File: src/rtl/prog_loader_pkg.sv
// prog_loader_pkg: shared widths and loader state encoding.
package prog_loader_pkg;
    localparam int ADDR_W_DEF = 13;
    localparam int DATA_W_DEF = 16;

    typedef enum logic [2:0] {IDLE, HDR_LO, DATA_HI, DATA_LO, WRITE, CHECK, DONE, ERROR} state_t;

    function automatic logic takes_byte(state_t s);
        return s inside {IDLE, HDR_LO, DATA_HI, DATA_LO, CHECK};
    endfunction

    // States that are mid-frame and therefore subject to the inter-byte timeout.
    function automatic logic watched(state_t s);
        return s inside {HDR_LO, DATA_HI, DATA_LO, CHECK};
    endfunction
endpackage

File: src/rtl/prog_loader_if.sv
// prog_loader_if: byte stream, CPU RAM port, RAM port and load status of the loader.
interface prog_loader_if
    import prog_loader_pkg::*;
#(
    parameter int ADDR_W = ADDR_W_DEF,
    parameter int DATA_W = DATA_W_DEF
);
    logic              start;
    logic [7:0]        rx_data;
    logic              rx_valid;
    logic              rx_ready;
    logic [ADDR_W-1:0] cpu_addr;
    logic              cpu_wrEn;
    logic [DATA_W-1:0] cpu_wdata;
    logic [DATA_W-1:0] cpu_rdata;
    logic [ADDR_W-1:0] ram_addr;
    logic              ram_wrEn;
    logic [DATA_W-1:0] ram_wdata;
    logic [DATA_W-1:0] ram_rdata;
    logic              cpu_rst;
    logic              load_done;
    logic              load_error;
    logic [ADDR_W:0]   words_loaded;

    modport master (
        input  start, rx_data, rx_valid, cpu_addr, cpu_wrEn, cpu_wdata, ram_rdata,
        output rx_ready, cpu_rdata, ram_addr, ram_wrEn, ram_wdata,
               cpu_rst, load_done, load_error, words_loaded
    );

    modport slave (
        output start, rx_data, rx_valid, cpu_addr, cpu_wrEn, cpu_wdata, ram_rdata,
        input  rx_ready, cpu_rdata, ram_addr, ram_wrEn, ram_wdata,
               cpu_rst, load_done, load_error, words_loaded
    );
endinterface

File: src/rtl/prog_loader_ram_port_mux.sv
// prog_loader_ram_port_mux: hands the RAM port to the CPU once loading is done.
module prog_loader_ram_port_mux #(
    parameter int ADDR_W = 13,
    parameter int DATA_W = 16
) (
    input  logic              sel,
    input  logic [ADDR_W-1:0] ld_addr,
    input  logic              ld_wrEn,
    input  logic [DATA_W-1:0] ld_wdata,
    input  logic [ADDR_W-1:0] cpu_addr,
    input  logic              cpu_wrEn,
    input  logic [DATA_W-1:0] cpu_wdata,
    output logic [ADDR_W-1:0] ram_addr,
    output logic              ram_wrEn,
    output logic [DATA_W-1:0] ram_wdata
);
    assign ram_addr  = sel ? cpu_addr  : ld_addr;
    assign ram_wrEn  = sel ? cpu_wrEn  : ld_wrEn;
    assign ram_wdata = sel ? cpu_wdata : ld_wdata;
endmodule

File: src/rtl/prog_loader.sv
// prog_loader: loads a length-prefixed image of 16-bit words into RAM, then releases the CPU.
// Defining PROG_LOADER_CHECKSUM_EN adds a trailing two's-complement checksum byte to the frame.
module prog_loader
    import prog_loader_pkg::*;
#(
    parameter int ADDR_W      = ADDR_W_DEF,
    parameter int DATA_W      = DATA_W_DEF,
    parameter int START_ADDR  = 0,
    parameter int TIMEOUT_CYC = 1000000
) (
    input logic           clk,
    input logic           rst,
    prog_loader_if.master bus
);
    localparam int TW = $clog2(TIMEOUT_CYC + 1);
    localparam int unsigned MAX_N = (32'd1 << ADDR_W) - 32'(START_ADDR);
`ifdef PROG_LOADER_CHECKSUM_EN
    localparam state_t FINAL = CHECK;
`else
    localparam state_t FINAL = DONE;
`endif

    state_t            state, state_n;
    logic [7:0]        count_hi, word_hi;
    logic [15:0]       count, hdr;
    logic [DATA_W-1:0] word, ld_wdata;
    logic [ADDR_W-1:0] addr, ld_addr;
    logic [TW-1:0]     idle_cnt;
    logic              acc, expired, last, ld_wr;

    assign bus.rx_ready  = !rst && takes_byte(state);
    assign acc           = bus.rx_valid && bus.rx_ready;
    assign hdr           = {count_hi, bus.rx_data};
    assign expired       = watched(state) && !acc && idle_cnt == TW'(TIMEOUT_CYC - 1);
    assign last          = 32'(bus.words_loaded) + 32'd1 == 32'(count);
    assign ld_wr         = state == WRITE;
    assign ld_addr       = ld_wr ? addr : '0;
    assign ld_wdata      = ld_wr ? word : '0;
    assign bus.cpu_rdata = bus.ram_rdata;

`ifdef PROG_LOADER_CHECKSUM_EN
    logic [7:0] sum;
    logic       sum_ok;
    // Adding the trailer to the running sum of all earlier bytes must give zero.
    assign sum_ok = 8'(sum + bus.rx_data) == 8'h00;
`endif

    always_comb begin
        state_n = state;
        case (state)
            IDLE:        state_n = acc ? HDR_LO : IDLE;
            HDR_LO:      state_n = acc ? (hdr == 16'd0 ? FINAL : 32'(hdr) > MAX_N ? ERROR : DATA_HI)
                                       : expired ? ERROR : HDR_LO;
            DATA_HI:     state_n = acc ? DATA_LO : expired ? ERROR : DATA_HI;
            DATA_LO:     state_n = acc ? WRITE : expired ? ERROR : DATA_LO;
            WRITE:       state_n = last ? FINAL : DATA_HI;
`ifdef PROG_LOADER_CHECKSUM_EN
            CHECK:       state_n = acc ? (sum_ok ? DONE : ERROR) : expired ? ERROR : CHECK;
`endif
            DONE, ERROR: state_n = bus.start ? IDLE : state;
            default:     state_n = ERROR;
        endcase
    end

    always_ff @(posedge clk) begin
        if (rst) begin
            state            <= IDLE;
            count_hi         <= '0;
            count            <= '0;
            word_hi          <= '0;
            word             <= '0;
            addr             <= '0;
            idle_cnt         <= '0;
            bus.words_loaded <= '0;
            bus.cpu_rst      <= 1'b1;
            bus.load_done    <= 1'b0;
            bus.load_error   <= 1'b0;
        end else begin
            state          <= state_n;
            idle_cnt       <= watched(state) && !acc ? idle_cnt + 1'b1 : '0;
            bus.cpu_rst    <= state_n != DONE;
            bus.load_done  <= state_n == DONE;
            bus.load_error <= state_n == ERROR;
            if (acc && state == IDLE) count_hi <= bus.rx_data;
            if (acc && state == HDR_LO) begin
                count <= hdr;
                addr  <= ADDR_W'(START_ADDR);
            end
            if (acc && state == DATA_HI) word_hi <= bus.rx_data;
            if (acc && state == DATA_LO) word <= DATA_W'({word_hi, bus.rx_data});
            if (ld_wr) begin
                addr             <= addr + 1'b1;
                bus.words_loaded <= bus.words_loaded + 1'b1;
            end
            if ((state == DONE || state == ERROR) && bus.start) bus.words_loaded <= '0;
        end
    end

`ifdef PROG_LOADER_CHECKSUM_EN
    always_ff @(posedge clk) begin
        if (rst) sum <= '0;
        else if (acc) sum <= (state == IDLE ? 8'h00 : sum) + bus.rx_data;
    end
`endif

    prog_loader_ram_port_mux #(.ADDR_W(ADDR_W), .DATA_W(DATA_W)) u_mux (
        .sel      (bus.load_done),
        .ld_addr  (ld_addr),
        .ld_wrEn  (ld_wr),
        .ld_wdata (ld_wdata),
        .cpu_addr (bus.cpu_addr),
        .cpu_wrEn (bus.cpu_wrEn),
        .cpu_wdata(bus.cpu_wdata),
        .ram_addr (bus.ram_addr),
        .ram_wrEn (bus.ram_wrEn),
        .ram_wdata(bus.ram_wdata)
    );
endmodule

File: src/flat_wrapper.sv
// flat-port wrapper written by rule: the top's interface ports become plain ports
module prog_loader_flat import prog_loader_pkg::*;
#(
    parameter int ADDR_W      = ADDR_W_DEF,
    parameter int DATA_W      = DATA_W_DEF,
    parameter int START_ADDR  = 0,
    parameter int TIMEOUT_CYC = 1000000
)
  (clk, rst, bus_start, bus_rx_data, bus_rx_valid, bus_cpu_addr, bus_cpu_wrEn, bus_cpu_wdata, bus_ram_rdata, bus_rx_ready, bus_cpu_rdata, bus_ram_addr, bus_ram_wrEn, bus_ram_wdata, bus_cpu_rst, bus_load_done, bus_load_error, bus_words_loaded);
  prog_loader_if #(.ADDR_W(ADDR_W), .DATA_W(DATA_W)) bus_i ();
  input logic clk;
  input logic rst;
  input wire logic [$bits(bus_i.start)-1:0] bus_start;
  input wire logic [$bits(bus_i.rx_data)-1:0] bus_rx_data;
  input wire logic [$bits(bus_i.rx_valid)-1:0] bus_rx_valid;
  input wire logic [$bits(bus_i.cpu_addr)-1:0] bus_cpu_addr;
  input wire logic [$bits(bus_i.cpu_wrEn)-1:0] bus_cpu_wrEn;
  input wire logic [$bits(bus_i.cpu_wdata)-1:0] bus_cpu_wdata;
  input wire logic [$bits(bus_i.ram_rdata)-1:0] bus_ram_rdata;
  output wire logic [$bits(bus_i.rx_ready)-1:0] bus_rx_ready;
  output wire logic [$bits(bus_i.cpu_rdata)-1:0] bus_cpu_rdata;
  output wire logic [$bits(bus_i.ram_addr)-1:0] bus_ram_addr;
  output wire logic [$bits(bus_i.ram_wrEn)-1:0] bus_ram_wrEn;
  output wire logic [$bits(bus_i.ram_wdata)-1:0] bus_ram_wdata;
  output wire logic [$bits(bus_i.cpu_rst)-1:0] bus_cpu_rst;
  output wire logic [$bits(bus_i.load_done)-1:0] bus_load_done;
  output wire logic [$bits(bus_i.load_error)-1:0] bus_load_error;
  output wire logic [$bits(bus_i.words_loaded)-1:0] bus_words_loaded;
  assign bus_i.start = bus_start;
  assign bus_i.rx_data = bus_rx_data;
  assign bus_i.rx_valid = bus_rx_valid;
  assign bus_i.cpu_addr = bus_cpu_addr;
  assign bus_i.cpu_wrEn = bus_cpu_wrEn;
  assign bus_i.cpu_wdata = bus_cpu_wdata;
  assign bus_i.ram_rdata = bus_ram_rdata;
  assign bus_rx_ready = bus_i.rx_ready;
  assign bus_cpu_rdata = bus_i.cpu_rdata;
  assign bus_ram_addr = bus_i.ram_addr;
  assign bus_ram_wrEn = bus_i.ram_wrEn;
  assign bus_ram_wdata = bus_i.ram_wdata;
  assign bus_cpu_rst = bus_i.cpu_rst;
  assign bus_load_done = bus_i.load_done;
  assign bus_load_error = bus_i.load_error;
  assign bus_words_loaded = bus_i.words_loaded;
  prog_loader #(.ADDR_W(ADDR_W), .DATA_W(DATA_W), .START_ADDR(START_ADDR), .TIMEOUT_CYC(TIMEOUT_CYC)) u_core (.clk(clk), .rst(rst), .bus(bus_i));
endmodule
File: config.mk
export PLATFORM = sky130hd
export DESIGN_NAME = prog_loader_flat
export DESIGN_NICKNAME = d
export VERILOG_FILES = /design/src/rtl/prog_loader_pkg.sv /design/src/rtl/prog_loader_if.sv /design/src/rtl/prog_loader_ram_port_mux.sv /design/src/rtl/prog_loader.sv /design/src/flat_wrapper.sv
export SDC_FILE = /design/constraint.sdc
export NUM_CORES = 1
export LEC_CHECK = 0
export ABC_AREA = 1
export BUFFER_PORTS_ARGS = -buffer_cell sky130_fd_sc_hd__buf_2
export CAP_MARGIN = 20
export CORE_MARGIN = 2
export CORE_UTILIZATION = 45
export DETAILED_ROUTE_END_ITERATION = 10
export PLACE_DENSITY = 0.81
export SLEW_MARGIN = 20
export SYNTH_ARGS = -nofsm -noshare
export SYNTH_HDL_FRONTEND = slang
export SYNTH_SLANG_ARGS = --single-unit
File: constraint.sdc
create_clock -name clk -period 1.6 [get_ports clk]
set_input_delay 0.16 -clock clk [delete_from_list [all_inputs] [get_ports clk]]
set_output_delay 0.16 -clock clk [all_outputs]
set_load 0.01 [all_outputs]
* Word-level counts from Yosys, hierarchy flattened *
Index checks and enable logic that the tools add are counted.

operators by class
  $add $sub $neg = 4
  multipliers = 0
  divide/modulo/power cells = 0
  order comparisons = 1
  equal/unequal tests = 12
  shifts and indexed selects = 0
  multiplexer cells = 19
  bitwise logic cells = 1
  reductions and logical operators = 20

operators by type and width
  cell                   count
  $mux 13                4
  $eq 32x16->1           1
  $mux 16                2
  $mux 3                 10
  $add 20x1->20 const B  1
  $eq 20x20->1 const B   1
  $eq 3x3->1 const B     6
  $pmux 3 s6             1
  $gt 16x14->1 const B   1
  $logic_not 16->1       1
  $add 14x1->15 const B  1
  $add 14x1->14 const B  1
  $add 13x1->13 const B  1
  $logic_and 1x1->1      9
  $eq 3x2->1 const B     2
  $reduce_or 2->1        3
  $reduce_bool 5->1      1
  $reduce_bool 4->1      1
  $eq 3x1->1 const B     1
  $logic_not 3->1        1
  $ne 3x3->1 const B     1
  $logic_not 1->1        2
  $mux 1                 2
  $reduce_bool 2->1      1
  other kinds (2)        2

word-level totals
  register bits = 101
  latch bits = 0
  memory bits (writable) = 0
  bits in read-only memories = 0
  bits of input ports = 58
  output and inout bits = 64
  memories = 0

* Longest topological paths before layout *
  depth in word-level cells = 11
  depth in mapped cells = 14
  mapped depth without buffers = 14

* Modules after synthesis *
Synthesis repeated with hierarchy kept, for this count alone.

second synthesis, totals
  cell total of the unflattened synthesis = 859
  area, all modules = 5510.3 µm²

by module, submodules not included
  module                    instances  cells each  area each (µm²)
  prog_loader               1          762         5138.7
  prog_loader_ram_port_mux  1          97          371.6

* Worst setup path before layout *
OpenSTA, ideal clock, no wires.

  path kind = flip-flop to flip-flop
  from = reg u_core.bus.words_loaded[0] (netlist name)
  to = reg u_core.bus.cpu_rst
  arrival time = 1.672 ns
  data required time = 1.488 ns
  setup slack = -0.184 ns
  cell stages (with the launch flop) = 15
  cell sequence = dfxtp_1 -> ha_1 -> nand2_1 -> nor2_4 -> nand2_1 -> nand2_1 -> nand2_1 -> nand2_1 -> nand2_1 -> nor2_1 -> nand2_1 -> nor2_1 -> nand3_2 -> nand2_1 -> nand2_1

between the ends
  word-level cells in the longest chain between the ends = 5

ends and longest elaborated chain
  item                      line                  source
  start: declaration        prog_loader_if.sv:28  cpu_rst, load_done, load_error, words_loaded
  start signal: assignment  prog_loader.sv:93     bus.words_loaded <= bus.words_loaded + 1'b1;
  $add 14x1->15             prog_loader.sv:35     assign last = 32'(bus.words_loaded) + 32'd1 == 32'(count);
  $eq 32x16->1              prog_loader.sv:35
  $mux 3                    prog_loader.sv:56     WRITE: state_n = last ? FINAL : DATA_HI;
  $pmux 3 s6                prog_loader.sv:50     case (state)
  $ne 3x3->1                prog_loader.sv:81     bus.cpu_rst <= state_n != DONE;
  end signal: assignment    prog_loader.sv:75     bus.cpu_rst <= 1'b1;
  end signal: assignment    prog_loader.sv:81
  end: declaration          prog_loader_if.sv:28

Every way passes these cells.
A chain may end at the register's enable or synchronous reset.

* Worst setup path after layout *
  from = reg u_core.state[1]
  to = reg u_core.bus.cpu_rst

between the ends
  word-level cells in the longest chain between the ends = 11
  elaborated cells between the ends (all ways) = 26

ends and longest elaborated chain
  item                                      line                                                            source
  start: declaration                        prog_loader.sv:23                                               state_t state, state_n;
  start signal: assignment                  prog_loader.sv:79                                               state <= state_n;
  $eq 3x1->1, or another cell as far along  prog_loader_pkg.sv:9, prog_loader_pkg.sv:14, prog_loader.sv:50
  $reduce_bool 5->1                         prog_loader_pkg.sv:9                                            return s inside {IDLE, HDR_LO, DATA_HI, DATA_LO, CHECK};
  $logic_and 1x1->1                         prog_loader.sv:31                                               assign bus.rx_ready = !rst && takes_byte(state);
  $logic_and 1x1->1                         prog_loader.sv:32                                               assign acc = bus.rx_valid && bus.rx_ready;
  $logic_not 1->1                           prog_loader.sv:34                                               assign expired = watched(state) && !acc && idle_cnt == TW'(TIMEOUT_CYC - 1);
  $logic_and 1x1->1 (2 in a row)            prog_loader.sv:34
  $mux 3, on equally long branches          prog_loader.sv:54, prog_loader.sv:53, prog_loader.sv:55
  $mux 3, on equally long branches          prog_loader.sv:54, prog_loader.sv:52, prog_loader.sv:55
  $pmux 3 s6 *                              prog_loader.sv:50
  $ne 3x3->1 *                              prog_loader.sv:81

Mark *: on every way between the ends. The rest lies on a longest branch, timed or not.

==> flow_summary.toml <==
[power]
switching_share_pct = 27.1
power.share.clock_pct = 42.9
vdd_ir_drop_max_v = 0.000687
p_sw_mw = 1.62
combPwrFrac_pct = 13.0
power_leakage_nw = 3.53
power_density_nw_per_um2 = 747
seq_power_share_pct = 44.0
finalPower_mw = 5.97
intPower_mw = 4.35

[die]
core_area_um2 = 11400
initial_core_util_pct = 46.2
ios = 122
die_w_um = 112
rows = 39
dieArea_um2 = 12600
die_h_um = 112

[clock_network]
path_clk_slew_ns = 0.08
cts_buffer_depth = 2
clock_latency_ns = 0.36
htree_levels = 3
cts_tree = "yes"
cts-root-buf = "clkbuf_16"
cts_made_buffers = 9
cts_num_sinks = 101

[logic_synthesis]
yosysMostFrequentCell = "nand2_1"
ys_async_sr_fraction_pct = 0
syn-instance-count = 793
synth.avg_cell_area_um2 = 6.65
muxShareOfSynthArea_pct = 0
yosysTopAreaCellShare_pct = 38.3
synth_top_family_by_area = "simple AND/OR/NAND/NOR gates"
synth_xor_area_share_pct = 0.996
synthAdderAreaFrac_pct = 0.711
synth_cell_type_count = 36
ys.flop_type = "dfxtp_1"
synth_common_cells = "nand2_1, dfxtp_1, inv_1"
synth_area_leaders = "dfxtp_1, nand2_1, o21ai_0"
ys_ff_latch = 101
synth-edff-count = 0
yosys_warnings = 0
postSynthNetCount = 854
synth-seq-area-share_pct = 38.3
netlist_area_um2 = 5280
yosysTopAreaCell = "dfxtp_1"
synth_compound_area_share_pct = 17.3
yosys.area_share.simple_pct = 31.3

[worst_hold_path]
hold_path_depth = 4
hold_class = "input port to register"
holdCritStartpoint = "bus_rx_data[0]"
hold_end = "u_core.count_hi[0]"

[worst_setup_path]
ff2ff_setup_slack_ns = -0.41
reg2reg_to = "u_core.bus.cpu_rst"
worst_setup_path_end_kind = "register"
crit_required_ns = 1.86
cp_max_fo = 5
reg2reg_depth = 13
crit_path_start_kind = "register"
crit_type = "register to register"
critical_path_arrival_ns = 2.27
reg2reg_from = "u_core.state[1]"
startpoint = "u_core.state[1]"

[sta]
hold_viol_final = 0
min_period_over_period_pct = 126
postLayoutSetupSlackWorst_ns = -0.411
slew_violations = 0
tns_ns = -14.84
rsz0062_at_grt = "true"
max_slew_margin_pct = 72.1
fmax_ghz = 0.497
worst_clock_skew_ns = 0.0138
tightest_slew_ns = 0.418
setup_viol = 94
fin_crit_ns = 2.01

[route]
vias = 6976
drc = 0
drtPass1Iterations = 8
dr.first_iter.drc_count = 1014
post_drt_wl_per_cell_um = 19.3
final_antenna_net_count = 0
detail_route.vias_per_cell = 6.15
routed_wirelength_um = 22000

[global_route]
grt.overflow.total = 0
grt_max_degree = 45
grt_pass1_wl_um = 28100
antenna_found_initial = 0
grt_use_total_pct = 27.1
grt_pass1_vias = 5988

[finish]
drive_above_1_share_pct = 40.0
area_delta_synth_final_pct = 51.4
fin_nets = 1047
design_area_um2 = 7990
fin_cells = 1135
nFillCells = 753
utilization_pct = 70.0

[run_status]
violations = "setup timing"
status = "finished with violations"

[job]
maxCapViolCount = 0

[placement]
dp_hpwl_um = 10500
io_buffer_count = 89
dp.cells = 1068
place_congestion = 0.892
dpl-instance-area_um2 = 6370
==> critical path: stages (launching register included) <==
cell     delay (ns)
dfxtp_2        0.34
inv_2          0.09
nand2_4        0.06
nor2_4         0.22
buf_6          0.18
nand2_4        0.05
nor2_4         0.11
nand3_2        0.12
nor2_2         0.17
nand2_1        0.12
nor2_2         0.18
nand3_4        0.14
nand2_2        0.08
nand2_1        0.05
==> metal layers <==
metal | vias to the layer above | wire [um] | global-route usage, %
met2 | 593 | 10300 | 46.3
met3 | 192 | 2280 | 5.99
li1 | 3003 | - | -
met1 | 3188 | 7700 | 32.5
met4 | 0 | 1660 | 12.6
met5 | - | 0 | 0
==> how the worst max path moves through the flow <==
stage,end,cells after the start
detailed placement,u_core.bus.cpu_rst,14
CTS,bus_ram_addr[4],8
floorplan,u_core.bus.cpu_rst,14
global route,u_core.bus.cpu_rst,14
global placement,u_core.bus.cpu_rst,14
finish,u_core.bus.cpu_rst,13
==> power by group through the flow <==
stage	clock [mW]	combinational, mW	sequential, mW
after floorplan	0	0.318	2.67
after global placement	0	0.513	2.67
after detailed placement	0	0.522	2.67
after CTS	2.51	0.609	2.61
after global routing	2.64	0.818	2.63
final	2.56	0.778	2.63
==> sequential cells by signal (all words and copies together), names as in the netlist <==
signal and cells:
u_core.addr 13, u_core.bus.cpu_rst 1, u_core.bus.load_done 1, u_core.bus.load_error 1, u_core.bus.words_loaded 14, u_core.count 16, u_core.count_hi 8, u_core.idle_cnt 20
u_core.state 3, u_core.word 16, u_core.word_hi 8
==> through the flow <==
step / setup slack, ns / hold WS, ns
after floorplan: -0.0117 / 0.347
after global placement: -0.0996 / 0.320
after detailed placement: -0.167 / 0.320
after CTS: -0.155 / 0.185
after global routing: -0.489 / 0.218
final: -0.411 / 0.213
==> area by class of cell <==
cell class              count  area [um^2]  share of cell area [%]
clock inverters             6          101                    1.27
inverters                  95          365                    4.57
clock buffers              10          239                    2.99
repair buffers            227         1750                    22.0
multi-input cells         552         3310                    41.4
flip-flops and latches    101         2040                    25.5
well taps                 143          179                    2.24
diodes                      1         2.50                  0.0313
==> kinds of logic (layout without fill, tap and decap cells) <==
group | after synthesis | count (layout)
DFF | 101 | 101
other | 0 | 1
buffers and inverters | 140 | 338
xor gates and xnor gates | 6 | 6
and+or+nand+nor | 370 | 370
adders and majority gates | 3 | 3
AOI/OAI and AO/OA | 173 | 173
==> cell usage in the layout, fill, tap and decap left out, types with 7 or more instances in the layout <==
| cell type | Yosys | routed |
|---|---|---|
| buf_4 | 17 | 106 |
| nand2_4 | 1 | 9 |
| nand3_2 | 2 | 29 |
| nand4_1 | 22 | 22 |
| o21ai_0 | 79 | 68 |
| nor2_1 | 73 | 52 |
| nand2_1 | 170 | 141 |
| buf_12 | 0 | 8 |
| nor3_1 | 9 | 7 |
| a21oi_2 | 0 | 12 |
| nor2_2 | 6 | 13 |
| a21oi_1 | 77 | 65 |
| inv_1 | 90 | 82 |
| nand3_1 | 71 | 36 |
| buf_6 | 0 | 28 |
| nand2_2 | 2 | 22 |
| inv_2 | 4 | 10 |
| buf_2 | 9 | 82 |
| nor2_4 | 4 | 18 |
| clkbuf_16 | 0 | 10 |
| nand3_4 | 0 | 8 |
| dfxtp_1 | 101 | 93 |
==> what timing repair did <==
item | 4_1_cts | 5_1_grt
setup endpoints to repair | 58 | 115
buffers inserted | 28 | 22
gates cloned | 2 | 2
hold buffers | 0 | 0
gates resized for setup | 87 | 133
pin swaps | 31 | 65
(Power assumes the default switching activity.)
